==> config.mk <==
export PLATFORM = sky130hd
export DESIGN_NAME = pattern_bist_driver
export DESIGN_NICKNAME = d
export VERILOG_FILES = /design/src/rtl/pattern_bist_driver.sv
export SDC_FILE = /design/constraint.sdc
export NUM_CORES = 1
export LEC_CHECK = 0
export ABC_AREA = 1
export CAP_MARGIN = 30
export CORE_MARGIN = 1
export CORE_UTILIZATION = 40
export DETAILED_ROUTE_END_ITERATION = 10
export SYNTH_ARGS = -nofsm -noshare
export SYNTH_HDL_FRONTEND = slang
export SYNTH_SLANG_ARGS = --single-unit
==> constraint.sdc <==
create_clock -name blif_clk_net -period 1.9 [get_ports blif_clk_net]
set_input_delay 0.38 -clock blif_clk_net [delete_from_list [all_inputs] [get_ports blif_clk_net]]
set_output_delay 0.38 -clock blif_clk_net [all_outputs]
set_load 0.05 [all_outputs]
==> src/rtl/pattern_bist_driver.sv <==
// -----------------------------------------------------------------------------
// pattern_bist_driver
//   On-chip BIST harness placed beside a generated pattern block. A 16-bit
//   Fibonacci LFSR supplies one IN_W-bit stimulus vector per cycle for
//   NUM_VECTORS cycles. The pattern block's OUT_W-bit response is folded into
//   a 16-bit MISR, SETTLE cycles after the matching vector was driven.
//
// Ports
//   blif_clk_net    in   1      clock, rising edge
//   blif_reset_net  in   1      asynchronous reset, active-low
//   start           in   1      run request, only honoured in IDLE
//   stim_o          out  IN_W   stimulus vector (low IN_W bits of the LFSR)
//   resp_i          in   OUT_W  pattern block response
//   busy            out  1      high in LOAD / DRIVE / DRAIN
//   done            out  1      one-cycle pulse once the signature is final
//   sig_valid       out  1      signature stable; cleared by the next run
//   signature       out  16     MISR contents
//   vec_count       out  16     vectors driven in this run (saturating)
// -----------------------------------------------------------------------------
module pattern_bist_driver #(
   parameter int unsigned IN_W        = 11,
   parameter int unsigned OUT_W       = 8,
   parameter int unsigned NUM_VECTORS = 256,
   parameter int unsigned SETTLE      = 3,
   parameter logic [15:0] SEED        = 16'hACE1
) (
   input  logic             blif_clk_net,
   input  logic             blif_reset_net,
   input  logic             start,
   output logic [IN_W-1:0]  stim_o,
   input  logic [OUT_W-1:0] resp_i,
   output logic             busy,
   output logic             done,
   output logic             sig_valid,
   output logic [15:0]      signature,
   output logic [15:0]      vec_count
);

   typedef enum logic [2:0] {
      S_IDLE,
      S_LOAD,
      S_DRIVE,
      S_DRAIN,
      S_DONE
   } state_e;

   // An all-zero seed would lock the LFSR, so it is replaced by 1.
   localparam logic [15:0] SEED_EFF = (SEED == 16'h0000) ? 16'h0001 : SEED;

   // One phase counter serves both DRIVE (vector index) and DRAIN (settle
   // countdown). It is separate from vec_count because vec_count saturates
   // while the run length itself must stay exact.
   localparam int unsigned PHASE_MAX = (NUM_VECTORS > SETTLE) ? NUM_VECTORS : SETTLE;
   localparam int unsigned CNT_W     = $clog2(PHASE_MAX + 1);
   localparam logic [CNT_W-1:0] LAST_VEC    = CNT_W'(NUM_VECTORS - 1);
   localparam logic [CNT_W-1:0] LAST_SETTLE = CNT_W'(SETTLE - 1);

   function automatic logic [15:0] lfsr_step(input logic [15:0] s);
      return {s[14:0], s[15] ^ s[13] ^ s[12] ^ s[10]};
   endfunction

   function automatic logic [15:0] misr_step(input logic [15:0] s, input logic [15:0] r);
      return lfsr_step(s) ^ r;
   endfunction

   state_e            state_q, state_d;
   logic [15:0]       lfsr_q, lfsr_d;
   logic [15:0]       misr_q, misr_d;
   logic [IN_W-1:0]   stim_q, stim_d;
   logic [15:0]       vec_cnt_q, vec_cnt_d;
   logic [CNT_W-1:0]  cnt_q, cnt_d;
   logic              sig_valid_q, sig_valid_d;
   logic [SETTLE-1:0] cap_vld_q, cap_vld_d;

   always_ff @(posedge blif_clk_net or negedge blif_reset_net) begin
      if (!blif_reset_net) begin
         state_q     <= S_IDLE;
         lfsr_q      <= '0;
         misr_q      <= '0;
         stim_q      <= '0;
         vec_cnt_q   <= '0;
         cnt_q       <= '0;
         sig_valid_q <= 1'b0;
         cap_vld_q   <= '0;
      end else begin
         state_q     <= state_d;
         lfsr_q      <= lfsr_d;
         misr_q      <= misr_d;
         stim_q      <= stim_d;
         vec_cnt_q   <= vec_cnt_d;
         cnt_q       <= cnt_d;
         sig_valid_q <= sig_valid_d;
         cap_vld_q   <= cap_vld_d;
      end
   end

   always_comb begin
      state_d     = state_q;
      lfsr_d      = lfsr_q;
      misr_d      = misr_q;
      stim_d      = stim_q;
      vec_cnt_d   = vec_cnt_q;
      cnt_d       = cnt_q;
      sig_valid_d = sig_valid_q;
      busy        = 1'b0;
      done        = 1'b0;

      // Each DRIVE cycle launches a tag; when it leaves the last stage the
      // response to that vector has settled and is folded into the MISR.
      cap_vld_d = (cap_vld_q << 1) | SETTLE'(state_q == S_DRIVE);
      if (cap_vld_q[SETTLE-1]) begin
         misr_d = misr_step(misr_q, 16'(resp_i));
      end

      case (state_q)
         S_IDLE: begin
            if (start) begin
               state_d     = S_LOAD;
               sig_valid_d = 1'b0;
            end
         end
         S_LOAD: begin
            busy      = 1'b1;
            lfsr_d    = SEED_EFF;
            misr_d    = '0;
            vec_cnt_d = '0;
            cnt_d     = '0;
            // stim_o is registered alongside the LFSR so the vector on the
            // pins always equals the LFSR state during DRIVE.
            stim_d    = SEED_EFF[IN_W-1:0];
            state_d   = S_DRIVE;
         end
         S_DRIVE: begin
            busy   = 1'b1;
            lfsr_d = lfsr_step(lfsr_q);
            if (vec_cnt_q != 16'hFFFF) begin
               vec_cnt_d = vec_cnt_q + 16'd1;
            end
            if (cnt_q == LAST_VEC) begin
               // Last vector stays on the pins through DRAIN.
               cnt_d   = '0;
               state_d = S_DRAIN;
            end else begin
               cnt_d  = cnt_q + CNT_W'(1);
               stim_d = lfsr_d[IN_W-1:0];
            end
         end
         S_DRAIN: begin
            busy = 1'b1;
            if (cnt_q == LAST_SETTLE) begin
               cnt_d   = '0;
               state_d = S_DONE;
            end else begin
               cnt_d = cnt_q + CNT_W'(1);
            end
         end
         S_DONE: begin
            done        = 1'b1;
            sig_valid_d = 1'b1;
            state_d     = S_IDLE;
         end
         default: begin
            state_d = S_IDLE;
         end
      endcase
   end

   assign stim_o    = stim_q;
   assign signature = misr_q;
   assign vec_count = vec_cnt_q;
   assign sig_valid = sig_valid_q;

endmodule

* After elaboration in Yosys (flattened, before gate mapping)
Cells that the tools add are included.
** Storage, ports and cells
- Flip-flop bits (word level) :: 75
- Input port bits :: 11
- Logic and storage cells :: 58
** Operators by class
- Add/subtract/negate cells :: 2
- Equal/unequal tests :: 12
- Muxes and demuxes :: 18
- Bitwise gates (word level) :: 8
- Reduce and logical (&&, ||, !) cells :: 10
** Operators by type and width (number)
- $pmux W16 S2 :: 2
- $mux W16 :: 3
- $pmux W9 S3 :: 1
- $pmux W11 S2 :: 1
- $mux W9 :: 2
- $add A16 B1 Y16 const B :: 1
- $ne A16 B16 Y1 const B :: 1
- $xor A16 B8 Y16 :: 1
- $pmux W3 S4 :: 1
- $mux W11 :: 1
- $add A9 B1 Y9 const B :: 1
- $eq A9 B2 Y1 const B :: 1
- $eq A9 B8 Y1 const B :: 1
- $mux W3 :: 3
- $eq A3 B2 Y1 const B :: 2
- $ne A2 B2 Y1 const B :: 3
- $reduce_and A2 Y1 :: 3
- $reduce_bool A2 Y1 :: 3
- $xor A1 B1 Y1 :: 6
- $ne A2 B1 Y1 const B :: 2
- $eq A3 B1 Y1 const B :: 1
- $eq A3 B3 Y1 const B :: 1
- $logic_not A3 Y1 :: 1
- $mux W1 :: 3
- 5 further kinds :: 5

* Depth between registers and ports, before layout
Gate-level depths: netlist (run 1).
- Depth after elaboration :: 6
- Gate-level depth with buffers :: 10

* Worst setup path before layout (run 1)
No wires, ideal clock.
- Path type :: reg2reg
- Start point :: register vec_cnt_q[0], in the netlist vec_count[0]
- End point :: register vec_cnt_q[13], in the netlist vec_count[13]
- Setup time :: 0.076 ns
- Data arrival time :: 1.741 ns
- Required time :: 1.824 ns
- Setup slack :: 0.083 ns
- Stages on the path, launching flop included :: 11
- Cell sequence :: dfrtp_1 > ha_1 > nand3_2 > inv_2 > nand3_4 > nor2_4 > nand2_2 > nand2_4 > buf_6 > nand2_1 > o21ai_1
** Between the ends
- Cells in the longest elaborated chain, start to end :: 3
** Ends and longest elaborated chain
- start, declared :: RTL line 70 : logic [15:0] vec_cnt_q, vec_cnt_d;
- start signal, assigned :: RTL line 90 : vec_cnt_q <= vec_cnt_d;
- $add A16 B1 Y16 / $ne A16 B16 Y1 (equally long branches) :: RTL line 137, 136
- $mux W16 / $ne A2 B1 Y1 (equally long branches)
- $pmux W16 S2 / $reduce_and A2 Y1 (equally long branches)
Parallel ways exist; a longest one is shown, timed or not. The select of a mux whose other input is x is not followed.
A chain may end at the register's enable or synchronous reset.

* Worst setup path after layout (run 1)
- Start point :: register state_q[0]
- End point :: output port done
** Between the ends
- Cells in the longest elaborated chain, start to end :: 2
** Ends and longest elaborated chain
- start, declared :: RTL line 66 : state_e state_q, state_d;
- start signal, assigned :: RTL line 86 : state_q <= state_d;
- $eq A3 B3 Y1 :: RTL line 115 : case (state_q)
- $mux W1 :: RTL line 115
- end, declared :: RTL line 33 : output logic done,
No other way between the ends.

==> results of run 1 <==
power breakdown:
group	leakage (nW)	internal, mW	switching, mW
Clock	0.108	0.775	0.599
Combinational	1.23	0.393	0.916
Sequential	0.904	1.77	0.148
Total	2.24	2.94	1.66
path summary, 6_finish.rpt:
| check | from | end | slack (ns) | cells after the start |
|---|---|---|---|---|
| hold / removal | cap_vld_q[0] | cap_vld_q[1] | 0.35 | 0 |
| min in group asynchronous | blif_reset_net | cnt_q[5] | 0.51 | 2 |
| max in group asynchronous | blif_reset_net | stim_o[0] | 0.81 | 3 |
| setup / recovery | state_q[0] | done | 0.12 | 4 |
| hold reg to reg | cap_vld_q[0] | cap_vld_q[1] | 0.35 | 0 |
| setup reg to reg | cnt_q[1] | stim_o[6] | 0.23 | 8 |
registers in the layout, summed over array words and instances (netlist names):
signal	cells
cap_vld_q	3
lfsr_q	16
stim_o	11
vec_count	16
state_q	3
sig_valid	1
signature	16
cnt_q	9
final cells by class:
cell class,count,area [um2],share of cell area
flip-flops and latches,75,1880,0.418
multi-input cells,287,1470,0.327
repair buffers,63,559,0.124
inverters,60,225,0.0501
clock buffers,10,138,0.0306
well taps,108,135,0.0301
clock inverters,6,88.8,0.0198
cell families (layout without fill, tap and decap cells):
kind of cell,after synthesis,after routing,synth area share
buffers and inverters,70,139,0.0795
adders and majority gates,4,4,0.0138
AOI/OAI and AO/OA,58,58,0.0916
DFF,75,75,0.516
and+or+nand+nor,207,207,0.255
xor gates and xnor gates,18,18,0.0434
layout by cell type (no fill, tap or decap), types with 3 or more instances in the layout:
cell,synthesis,final
clkdlybuf4s50_1,0,9
buf_4,2,34
xnor2_1,13,13
buf_12,0,3
nor3_1,5,5
o21ai_1,6,6
dlygate4sd2_1,0,15
clkbuf_8,0,10
a22oi_1,4,4
inv_2,4,4
ha_1,4,4
nand3_1,42,42
o21ai_0,27,27
inv_1,56,56
dfrtp_1,75,75
nand3b_1,3,3
nor2_2,4,5
o22ai_1,14,14
xor2_1,5,5
nor2_1,31,30
nand2_1,105,105
nand2_2,3,3
nand4_1,7,7
metal layers:
layer	GRT usage	up-vias	wire (um)
li1	-	1526	-
met1	0.245	1442	3820
met2	0.295	63	3760
met3	0.0403	7	353
met4	0.0667	0	88
met5	0	-	0
worst reg2reg max path, cell delays in order (launching register included):
cell	delay, ns
dfrtp_1	0.39
ha_1	0.19
nand3_1	0.12
nor2_2	0.17
nand4_1	0.13
nand2_2	0.11
nand2_1	0.23
o21ai_0	0.17
nand2_1	0.07
what timing repair did:
action / in CTS / in global routing
resized for setup: 15 / 2
hold buffers: 1 / 0
endpoints found under the setup margin: 15 / 2
hold endpoints to repair: 31 / 0
pin swaps: 0 / 0
==> results_dict.tcl, run 1 <==
set metrics [dict create \
    grt_pass1_vias 2945 \
    die_h_um 97.3 \
    required_ns 1.52 \
    synth-edff-count 0 \
    fin_cells 609 \
    root_buffer "clkbuf_8" \
    avgSynthCellArea_um2 8.41 \
    synth_area_um2 3630 \
    cts_buffer_depth 2 \
    postRouteAntennaNets 0 \
    setup_viol 0 \
    drv_slew 0 \
    cts.sink_count 75 \
    tns_ns 0 \
    tightestPinTransition_ns 0.495 \
    yosysSeqAreaShare 0.516 \
    dieArea_um2 9470 \
    nets 511 \
    hold_path_class "reg2reg" \
    power.density_nw_per_um2 1020 \
    yosysMostFrequentCell "nand2_1" \
    maxSlewHeadroom 0.669 \
    io_buffers 56 \
    clk_pin_slew_worst_paths_ns 0.08 \
    fillers 843 \
    ys_types 33 \
    drc 0 \
    path_cells "nor2_2 -> inv_1 -> nor2_1 -> buf_12" \
    drt-vias-per-instance 4.99 \
    vias 3038 \
    finish.instance_area_um2 4490 \
    clk_latency_ns 0.35 \
    ios 57 \
    numCtsBuffers 9 \
    antennaDiodeCount 0 \
    pre_cts_slack_ns 0.240 \
    drt_iter0_drc 111 \
    synth_common_cells "nand2_1 (105), dfrtp_1 (75), inv_1 (56)" \
    synth_largest_area_cell "dfrtp_1" \
    synth_flop_cell "dfrtp_1" \
    grt.overflow.total 0 \
    final_util 0.513 \
    route.detailed.wl_per_inst_um 13.2 \
    grt_max_degree 45 \
    antenna_found_initial 0 \
    path_class "reg2out" \
    finalPower_mw 4.60 \
    setup_ws_ns 0.123 \
    yosys_warnings 0 \
    wl_mm 8.02 \
    async_flop_share 1.00 \
    hold_ws_ns 0.351 \
    crit_buf_inv 2 \
    worstSetupStartpointType "flop" \
    synthCells 432 \
    crit_path_max_fanout 4 \
    cts_tree "done" \
    placedCellCount 592 \
    endpoint_kind "output pin" \
    crit_arrival_ns 1.40 \
    dp_hpwl_mm 5.70 \
    synth_fp_nets 447 \
    maxCapViolations 0 \
    finClkSkew_ns 0.00835 \
    syn_to_final_growth_pct 23.6 \
    critPathSlowestCell "dfrtp_1" \
    synth_top_area_share 0.516 \
    irDropWorstVdd_v 0.000610 \
    synthTopCellsByArea "dfrtp_1 (52%), nand2_1 (11%), inv_1 (5.8%), nand3_1 (5.8%), o21ai_0 (3.7%)" \
    p_leak_nw 2.24 \
    place.gp.congestion 0.845 \
    fin_crit_sh 0.935 \
    period_minus_slack_ns 1.78 \
    crit_family "flip-flops" \
    num_rows 34 \
    initial_core_util 0.415 \
    core_um2 8760 \
    placed_area_um2 4270 \
    cts.htree.levels 3 \
    firstDrtPassIters 4 \
    drive_gt1_frac 0.142 \
    rsz0062_at_grt "no" \
    grt_pass1_wl_mm 14.0 \
    ys_ff_latch 75 \
    critPathMaxStageDelay_ns 0.43 \
    fmax_mhz 563 \
    post-cts-setup-buffer-count 0 \
    hold_violations 0 \
    status "finished, final reports clean" \
    grt.total_usage 0.184 \
    die_w_um 97.3 \
]
No activity file was read; power rests on OpenSTA's default activity.
==> run 2: changes to the inputs <==
Settings changed: CORE_UTILIZATION 40 to 54, PLACE_DENSITY set to 0.8, RECOVER_POWER set to 50.
==> results_dict.tcl, run 2 (synthesis gave the netlist of run 1 again) <==
set metrics [dict create \
    tns_ns 0 \
    period_minus_slack_ns 1.77 \
    dieArea_um2 7060 \
    path_class "reg2out" \
    ff2ff_path_depth 7 \
    numCtsBuffers 9 \
    hold_violations 0 \
    hold_path_class "reg2reg" \
    grt.overflow.total 0 \
    antenna_found_initial 0 \
    wl_mm 7.74 \
    required_ns 1.52 \
    worstSetupStartpointType "flop" \
    maxSlewHeadroom -0.0776 \
    grt_pass1_wl_mm 13.3 \
    route.detailed.wl_per_inst_um 13.4 \
    critPathSlowestCell "dfrtp_1" \
    postRouteAntennaNets 0 \
    setup_ws_ns 0.134 \
    p_leak_nw 2.21 \
    clk_pin_slew_worst_paths_ns 0.08 \
    pre_cts_slack_ns 0.251 \
    path_cells "nor2_2 -> inv_1 -> nor2_1 -> buf_12" \
    firstDrtPassIters 7 \
    post-cts-setup-buffer-count 0 \
    setup_viol 0 \
    fin_crit_sh 0.930 \
    regArea_um2 1880 \
    min_to "cap_vld_q[1]" \
    status "finished with violations" \
    clk_latency_ns 0.36 \
    cts_resized 19 \
    irDropWorstVdd_v 0.000629 \
    vias 3042 \
    finClkSkew_ns 0.00765 \
    regToRegStartpoint "state_q[1]" \
    root_buffer "clkbuf_8" \
    die_h_um 84.0 \
    place.gp.congestion 0.862 \
    multi_input_area_um2 1470 \
    grt_max_degree 76 \
    cts.htree.levels 3 \
    cts_tree "done" \
    io_buffers 56 \
    initial_core_util 0.566 \
    core_um2 6420 \
    drv_slew 76 \
    hold_buffers 0 \
    critPathMaxStageDelay_ns 0.42 \
    violations "DRC, capacitance limit, slew limit" \
    fillers 525 \
    drive_gt1_frac 0.124 \
    grt_pass1_vias 2858 \
    crit_family "flip-flops" \
    layout_commonest_cell "nand2_1" \
    drt-vias-per-instance 5.27 \
    ios 57 \
    nets 510 \
    cts_buffer_depth 2 \
    drt_iter0_drc 179 \
    crit_arrival_ns 1.39 \
    rsz0062_at_grt "no" \
    finalPower_mw 4.64 \
    final_cell_mix "nand2_1 (105), dfrtp_1 (75), inv_1 (56)" \
    syn_to_final_growth_pct 21.4 \
    die_w_um 84.0 \
    grt.total_usage 0.240 \
    crit_path_max_fanout 4 \
    num_rows 29 \
    power.density_nw_per_um2 1050 \
    tightestPinTransition_ns 1.62 \
    rr_endpoint "vec_count[5]" \
    endpoint_kind "output pin" \
    r2r_slack_ns 0.20 \
    drc 6 \
    dp_hpwl_mm 5.44 \
    hold-path-cell-count 0 \
    maxCapViolations 1 \
    antennaDiodeCount 0 \
    cts.sink_count 75 \
    crit_buf_inv 2 \
    min_from "cap_vld_q[0]" \
    fmax_mhz 566 \
]
[run 2: how the worst max path moves through the flow]
stage	from	endpoint	depth (start not counted)
after CTS	state_q[0]	done	4
after floorplan	vec_count[0]	vec_count[13]	10
after global routing	cnt_q[1]	stim_o[7]	8
after global placement	vec_count[0]	vec_count[10]	7
final	state_q[0]	done	4
after detailed placement	state_q[2]	signature[6]	7
[run 2: layout make-up]
class,count,share of cell area
tap,77,0.0218
clock buffer,10,0.0312
inverter,60,0.0510
clock inverter,6,0.0218
sequential,75,0.425
multi-input combinational,287,0.333
timing repair buffer,62,0.116
[run 2: per-layer routing]
layer | routed length (um) | global-route usage
met3 | 289 | 0.0504
met2 | 3710 | 0.382
met1 | 3620 | 0.322
met5 | 0 | 0
met4 | 121 | 0.0925
[run 2: power breakdown]
part,internal (mW),switching (mW),total [mW]
Clock,0.791,0.639,1.43
Combinational,0.374,0.925,1.30
Sequential,1.77,0.144,1.92
[run 2: stage by stage]
stage	hold WS (ns)	std cells	util	area, um2
floorplan	0.0844	432	-	3630
global placement	0.333	561	0.660	4240
detailed placement	0.340	561	0.660	4240
CTS	0.0544	577	0.693	4450
global route	0.358	577	0.687	4410
finish	0.362	577	0.687	4410
==> run 3: changes to the inputs <==
Settings changed: CORE_UTILIZATION 54 to 48, PLACE_DENSITY 0.8 to 0.75.
Clock period 1.9 ns to 1.5 ns, I/O delays scaled along.
==> results_dict.tcl, run 3 (synthesis gave the netlist of run 1 again) <==
set metrics [dict create \
    status "finished with violations" \
    grt_pass1_wl_mm 14.2 \
    drc 0 \
    fmax_mhz 630 \
    setup_ws_ns -0.0882 \
    fin_crit_sh 1.06 \
    use_met3 0.0388 \
    ios 57 \
    rr_endpoint "stim_o[1]" \
    drv_slew 0 \
    irDropWorstVdd_v 0.000677 \
    root_buffer "clkbuf_8" \
    ff2ff_path_depth 8 \
    violations "setup timing" \
    crit_path_max_fanout 3 \
    setup_viol 18 \
    rsz0062_at_grt "yes" \
    drt-vias-per-instance 5.51 \
    min_from "cap_vld_q[0]" \
    drt_iter0_drc 231 \
    regToRegStartpoint "cnt_q[1]" \
    route.detailed.wl_per_inst_um 16.3 \
    worstSetupStartpointType "flop" \
    wl_mm 10.4 \
    clk_latency_ns 0.36 \
    numCtsBuffers 9 \
    critPathSlowestCell "dfrtp_2" \
    cpMostUsedCell "nor2_4" \
    crit_family "flip-flops" \
    final_cell_mix "nand2_1 (99), dfrtp_1 (62), inv_1 (53)" \
    met1_usage 0.299 \
    die_w_um 89.0 \
    grt.overflow.total 0 \
    dieArea_um2 7920 \
    finalPower_mw 6.59 \
    vias 3492 \
    period_minus_slack_ns 1.59 \
    clk_pin_slew_worst_paths_ns 0.09 \
    initial_core_util 0.498 \
    maxSlewHeadroom 0.683 \
    critPathMaxStageDelay_ns 0.43 \
    tightestPinTransition_ns 0.476 \
    postRouteAntennaNets 0 \
    grt.total_usage 0.239 \
    hold_path_class "reg2reg" \
    syn_to_final_growth_pct 52.6 \
    antenna_found_initial 0 \
    placedCellCount 600 \
    r2r_slack_ns -0.06 \
    layout_commonest_cell "nand2_1" \
    finClkSkew_ns 0.0126 \
    cts_buffer_depth 2 \
    min_to "cap_vld_q[1]" \
    drive_gt1_frac 0.316 \
    cts.sink_count 75 \
    core_um2 7290 \
    crit_buf_inv 2 \
    hold-path-cell-count 0 \
    crit_arrival_ns 1.29 \
    firstDrtPassIters 5 \
    cts.htree.levels 3 \
    grt_pass1_vias 3048 \
    required_ns 1.20 \
    path_cells "nor2_4 -> buf_4 -> nor2_4 -> buf_12" \
    place.gp.congestion 0.909 \
    path_class "reg2out" \
    p_leak_nw 2.62 \
    power.density_nw_per_um2 1190 \
    grt_max_degree 30 \
    fin_cells 634 \
    antennaDiodeCount 0 \
    io_buffers 56 \
    maxCapViolations 0 \
    tns_ns -0.651 \
    num_rows 31 \
    hold_violations 0 \
    nets 546 \
    dp_hpwl_mm 6.15 \
    endpoint_kind "output pin" \
    die_h_um 89.0 \
    met2_usage 0.408 \
    top_usage_layer "met2" \
    cts_tree "done" \
]
run 3: cell types whose count changed in the layout (fill, tap and decap cells not counted), moves of 6 or more:
cell / change
nand3_2: +9
o21ai_0: -6
nand2_1: -6
buf_4: +7
buf_12: +45
nor2_1: -7
dfrtp_1: -13
dlygate4sd2_1: -19
dfrtp_2: +13
nand3_1: -11
run 3: per-layer routing:
metal / share of wire / wire [um]
met1: 0.39 / 4070
met2: 0.52 / 5410
met3: 0.062 / 645
met4: 0.022 / 230
met5: 0 / 0
run 3: area by class of cell:
| type | instances | area, um2 |
|---|---|---|
| multi-input combinational | 290 | 1710 |
| inverter | 60 | 228 |
| sequential | 75 | 1890 |
| fill | 468 | 1750 |
| timing repair buffer | 95 | 1370 |
| tap | 99 | 124 |
| clock buffer | 11 | 151 |
| clock inverter | 4 | 73.8 |
run 3: how the worst max path moves through the flow:
| stage | slack (ns) | from | depth (start not counted) | endpoint |
|---|---|---|---|---|
| 2_1_floorplan | -0.05 | vec_count[0] | 10 | vec_count[13] |
| 3_3_place_gp | 0.03 | cnt_q[0] | 8 | state_q[1] |
| 3_5_place_dp | -0.1 | cnt_q[1] | 8 | stim_o[6] |
| 4_1_cts | -0.08 | state_q[1] | 4 | done |
| 5_1_grt | -0.13 | cnt_q[3] | 8 | cnt_q[0] |
| 6_report | -0.09 | state_q[0] | 4 | busy |
run 3: power breakdown:
group	switching, mW	internal [mW]	leakage [nW]	total (mW)
combinational	1.17	1.08	1.62	2.25
clock	0.768	1.02	0.115	1.79
sequential	0.310	2.24	0.885	2.55
total	2.25	4.34	2.62	6.59
run 3: what timing repair did:
action | in CTS | in global routing
pin swaps | 2 | 12
hold endpoints to repair | 17 | 0
gates resized for setup | 11 | 52
gates cloned | 0 | 5
setup buffers | 4 | 9
hold buffers | 1 | 0
endpoints found under the setup margin | 24 | 37
run 3: per-stage QoR:
step | worst slack [ns] | util | hold WS, ns | instance area [um2]
2_1_floorplan | -0.0476 | - | 0.00441 | 3670
3_3_place_gp | 0.0261 | 0.678 | 0.288 | 4940
4_1_cts | -0.0770 | 0.719 | 0.346 | 5240
6_report | -0.0882 | 0.760 | 0.338 | 5550
3_5_place_dp | -0.0973 | 0.678 | 0.284 | 4940
5_1_grt | -0.131 | 0.760 | 0.354 | 5550
==> variant 1 (settings of run 1) <==
Re-encode `state_e` (5 states) as Gray code, 3 bits wide.
--- a/src/rtl/pattern_bist_driver.sv
+++ b/src/rtl/pattern_bist_driver.sv
@@ -37,11 +37,11 @@
 );
 
    typedef enum logic [2:0] {
-      S_IDLE,
-      S_LOAD,
-      S_DRIVE,
-      S_DRAIN,
-      S_DONE
+      S_IDLE  = 3'b000,
+      S_LOAD  = 3'b001,
+      S_DRIVE = 3'b011,
+      S_DRAIN = 3'b010,
+      S_DONE  = 3'b110
    } state_e;
 
    // An all-zero seed would lock the LFSR, so it is replaced by 1.
Check against the original RTL: same outputs for any inputs over 10 cycles, from zero or initial values and one cycle with blif_reset_net low; not proved beyond that.
==> variant 1 against run 1 <==
- first-iteration DRC count is 14% lower
- die area is 3.9% lower
- worst setup slack worse by 27 ps
- sequential cell count stayed put
- synthesized area is 4.0% lower
- routed wire length is 7.7% lower
- global-route usage is 0.39 points lower
- clock skew is 0.84 ps higher
- worst hold slack better by 7.6 ps
- total power is 4.2% lower
- design area is 2.7% lower
- final cell count is 3.6% lower
==> variant 1: results (changes against run 1) <==
----------------------------------------------------
[Power]
  Peak supply drop ... 0.0004983 V (was 0.0006099 V)
  Power dissipated in the clock network ... 1.17 mW (was 1.37 mW)
  Cell Int Power ... 2.685 mW (was 2.940 mW)
  Leakage ... 2.092 nW (was 2.241 nW)

[Global route]
  Overall global routing resource usage ... 17.96% (was 18.36%)
  Largest net degree at the start of global routing ... 52 (was 45)
  First-pass GRT wire length ... 12800 µm (was 13990 µm)
  Number of global-route vias before repair ... 2769 (was 2945)

[Worst setup path]
  Worst reg2reg path depth ... 9 (was 8)
  Reg2Reg Capture Point ... stim_o[3] (was stim_o[6])
  Data arrival at the endpoint of the critical path ... 1420 ps (was 1400 ps)
  Biggest fanout along the worst timing path ... 3 (was 4)
  Reg2reg setup slack ... 250 ps (was 230 ps)

[Timing]
  Final Worst Setup Slack ... 96.00 ps (was 123.3 ps)
  Slew at the pin closest to its max-slew limit ... 503.8 ps (was 495.2 ps)
  Setup skew after layout ... 9.187 ps (was 8.352 ps)
  Worst hold slack ... 358.8 ps (was 351.2 ps)

[Yosys]
  Synth async-reset ratio ... 100.0% (unchanged)
  Post-synthesis sequential area ratio ... 53.76% (was 51.64%)
  Post-synth cell types ... 32 (was 33)
  Syn avg cell area ... 8.556 µm² (was 8.414 µm²)
  Synth top cells by count ... 107 x sky130_fd_sc_hd__nand2_1, 75 x sky130_fd_sc_hd__dfrtp_1, 46 x sky130_fd_sc_hd__nor2_1 (was 105 x sky130_fd_sc_hd__nand2_1, 75 x sky130_fd_sc_hd__dfrtp_1, 56 x sky130_fd_sc_hd__inv_1)
  Top cells by area in the synthesized netlist ... sky130_fd_sc_hd__dfrtp_1 54%, sky130_fd_sc_hd__nand2_1 12%, sky130_fd_sc_hd__nor2_1 4.9%, sky130_fd_sc_hd__inv_1 4.1%, sky130_fd_sc_hd__o21ai_0 3.7% (was sky130_fd_sc_hd__dfrtp_1 52%, sky130_fd_sc_hd__nand2_1 11%, sky130_fd_sc_hd__inv_1 5.8%, sky130_fd_sc_hd__nand3_1 5.8%, sky130_fd_sc_hd__o21ai_0 3.7%)
  Post-synth net total ... 423 (was 447)

[Detailed routing]
  Count of routing violations after the opening detailed-route iteration ... 96 (was 111)
  Detailed Routing Iterations Pass 1 ... 4 (unchanged)
  Average wire per standard cell ... 12.61 µm (was 13.17 µm)
  Sum of routed wire length over all layers ... 7400 µm (was 8019 µm)
  Routed via count ... 2874 (was 3038)

[Layout]
  Post-layout nets ... 492 (was 511)
  Filler Cells Inserted ... 803 (was 843)
  Share of post-route cells with drive strength above 1 ... 15.35% (was 14.17%)

[Place]
  Placer Congestion ... 0.8522 (was 0.8447)
  Cells after DPL ... 569 (was 592)
  Detail Placement HPWL ... 5191 µm (was 5700 µm)
  Setup Slack @ Placement ... 229.2 ps (was 239.8 ps)

[Hold path]
  Worst hold path endpoint ... cap_vld_q[2] (was cap_vld_q[1])
  Launch instance of the worst min-delay path ... cap_vld_q[1] (was cap_vld_q[0])

[Run status]
  Status ... finished, final reports clean (unchanged)

----------------------------------------------------
[variant 1: repair_timing]
item,4_1_cts,5_1_grt
endpoints found under the hold margin,24,0
gates resized for setup,18,4
hold buffers,1,0
pin swaps,0,1
gates cloned,0,0
setup endpoints to repair,16,4
buffers inserted,0,1
[variant 1: worst max-delay path, cell delays in order (launching register included)]
cell and delay (ps):
sky130_fd_sc_hd__dfrtp_1 470, sky130_fd_sc_hd__inv_1 90, sky130_fd_sc_hd__nor3_2 340, sky130_fd_sc_hd__buf_12 190
[variant 1: cell type report]
class                      count  share of cell area [%]
clock inverter                 7                   1.373
sequential                    75                   42.93
inverter                      42                   3.604
timing repair buffer          68                   13.84
multi-input combinational    281                   32.41
clock buffer                   9                   2.832
tap                          105                   3.003
[variant 1: cells by family after synthesis]
| family | synth area share (%) |
|---|---|
| fa+ha+maj | 1.434 |
| buf+inv | 6.129 |
| compound gates | 10.36 |
| xor+xnor | 5.018 |
| flops | 53.76 |
| simple gates | 23.30 |
[variant 1: worst max path at each step]
| stage | from | end | depth (start not counted) |
|---|---|---|---|
| floorplan | vec_count[1] | vec_count[13] | 10 |
| global placement | vec_count[0] | vec_count[5] | 7 |
| detailed placement | state_q[2] | busy | 4 |
| CTS | stim_o[3] | stim_o[3] | 1 |
| global route | cnt_q[1] | stim_o[7] | 9 |
| finish | state_q[2] | done | 3 |
[variant 1: stage by stage]
| step | power, mW | area, µm² |
|---|---|---|
| floorplan | 2.878 | 3497 |
| global placement | 3.324 | 4170 |
| detailed placement | 3.340 | 4170 |
| CTS | 4.468 | 4353 |
| global route | 4.637 | 4374 |
| finish | 4.407 | 4374 |
[variant 1: metal layers]
metal  track usage [%]  wire length [µm]
met4             6.592                93
met1             25.75              3854
met3             2.871               295
met2             27.38              3156
met5                 0                 0
==> variant 2 (config.mk and constraints of run 1) <==
Made on the original files. Change the parameter `SETTLE` from 3 to 6.
--- a/src/rtl/pattern_bist_driver.sv
+++ b/src/rtl/pattern_bist_driver.sv
@@ -21,7 +21,7 @@
    parameter int unsigned IN_W        = 11,
    parameter int unsigned OUT_W       = 8,
    parameter int unsigned NUM_VECTORS = 256,
-   parameter int unsigned SETTLE      = 3,
+   parameter int unsigned SETTLE      = 6,
    parameter logic [15:0] SEED        = 16'hACE1
 ) (
    input  logic             blif_clk_net,
Behaviour: not the same (a bounded check fails within 10 cycles, from zero or initial values and one cycle with blif_reset_net low).
==> variant 2 against run 1 <==
- non-clock buffer count increased by 2
- total power increased by 1.9%
- die area increased by 2.6%
- sequential power increased by 3%
- design area increased by 2.4%
- synthesized area increased by 2.6%
- final cell count increased by 1.5%
- routed wire length increased by 0.66%
- worst setup slack got worse by 1.1 ps
- sequential cell count increased by 3
- first-iteration DRC count increased by 20%
- largest power group unchanged
==> variant 2: results (changes against run 1) <==
----------------------------------------------------
[Worst setup path]
  Reg2reg setup slack ... 280 ps (was 230 ps)

[Power]
  Peak supply drop ... 0.0006647 V (was 0.0006099 V)
  Leakage ... 2.287 nW (was 2.241 nW)
  Total power density per cell area ... 1019 nW/µm² (was 1024 nW/µm²)
  Portion of total power attributed to the clock network ... 29.5% (was 29.9%)
  Net switching power ... 1.689 mW (was 1.663 mW)

[Place]
  Total placed instance area ... 4372 µm² (was 4272 µm²)
  Detail Placement HPWL ... 5769 µm (was 5700 µm)
  Setup Slack @ Placement ... 289.3 ps (was 239.8 ps)

[Layout]
  Number of cells in the finished layout apart from fillers ... 618 (was 609)
  Post-layout nets ... 520 (was 511)
  Register cell area after layout ... 1952 µm² (was 1877 µm²)

[Global route]
  Met1 track utilization from global routing ... 24.16% (was 24.48%)
  Overall global routing resource usage ... 17.84% (was 18.36%)

[Timing]
  Slew at the pin closest to its max-slew limit ... 505.8 ps (was 495.2 ps)
  Max Clock Freq ... 562.5 MHz (was 562.8 MHz)
  Setup skew after layout ... 12.06 ps (was 8.352 ps)

[Clock tree]
  Clock net sink count ... 78 (was 75)

[Yosys]
  Syn avg cell area ... 8.496 µm² (was 8.414 µm²)
  Post-synthesis sequential area ratio ... 52.33% (was 51.64%)
  Post-synth net total ... 454 (was 447)

[Detailed routing]
  Count of routing violations after the opening detailed-route iteration ... 133 (was 111)
  Routed length on met1 ... 4051 µm (was 3817 µm)
  Vias per cell ... 4.906 (was 4.989)

[Run status]
  Status ... finished, final reports clean (unchanged)

[Hold path]
  Worst hold path endpoint ... cap_vld_q[2] (was cap_vld_q[1])

----------------------------------------------------
variant 2: logic make-up after synthesis:
family / Yosys count / synth area share (%)
AOI/OAI and AO/OA: 60 / 9.125
xor gates and xnor gates: 17 / 3.992
adders and majority gates: 4 / 1.342
buffers and inverters: 72 / 7.950
DFF: 78 / 52.33
and+or+nand+nor: 208 / 25.26
variant 2: how the worst max path moves through the flow:
stage | depth (start not counted) | from | end | slack [ps]
6_report | 3 | state_q[0] | busy | 120
2_1_floorplan | 10 | vec_count[0] | vec_count[13] | 80
4_1_cts | 1 | sig_valid | sig_valid | 2
5_1_grt | 4 | state_q[0] | done | 20
3_3_place_gp | 7 | vec_count[0] | vec_count[4] | 330
3_5_place_dp | 8 | cnt_q[0] | stim_o[6] | 290
variant 2: what timing repair did:
item,4_1_cts,5_1_grt
hold buffers,1,0
resized for setup,9,4
endpoints found under the setup margin,9,5
hold endpoints to repair,25,0
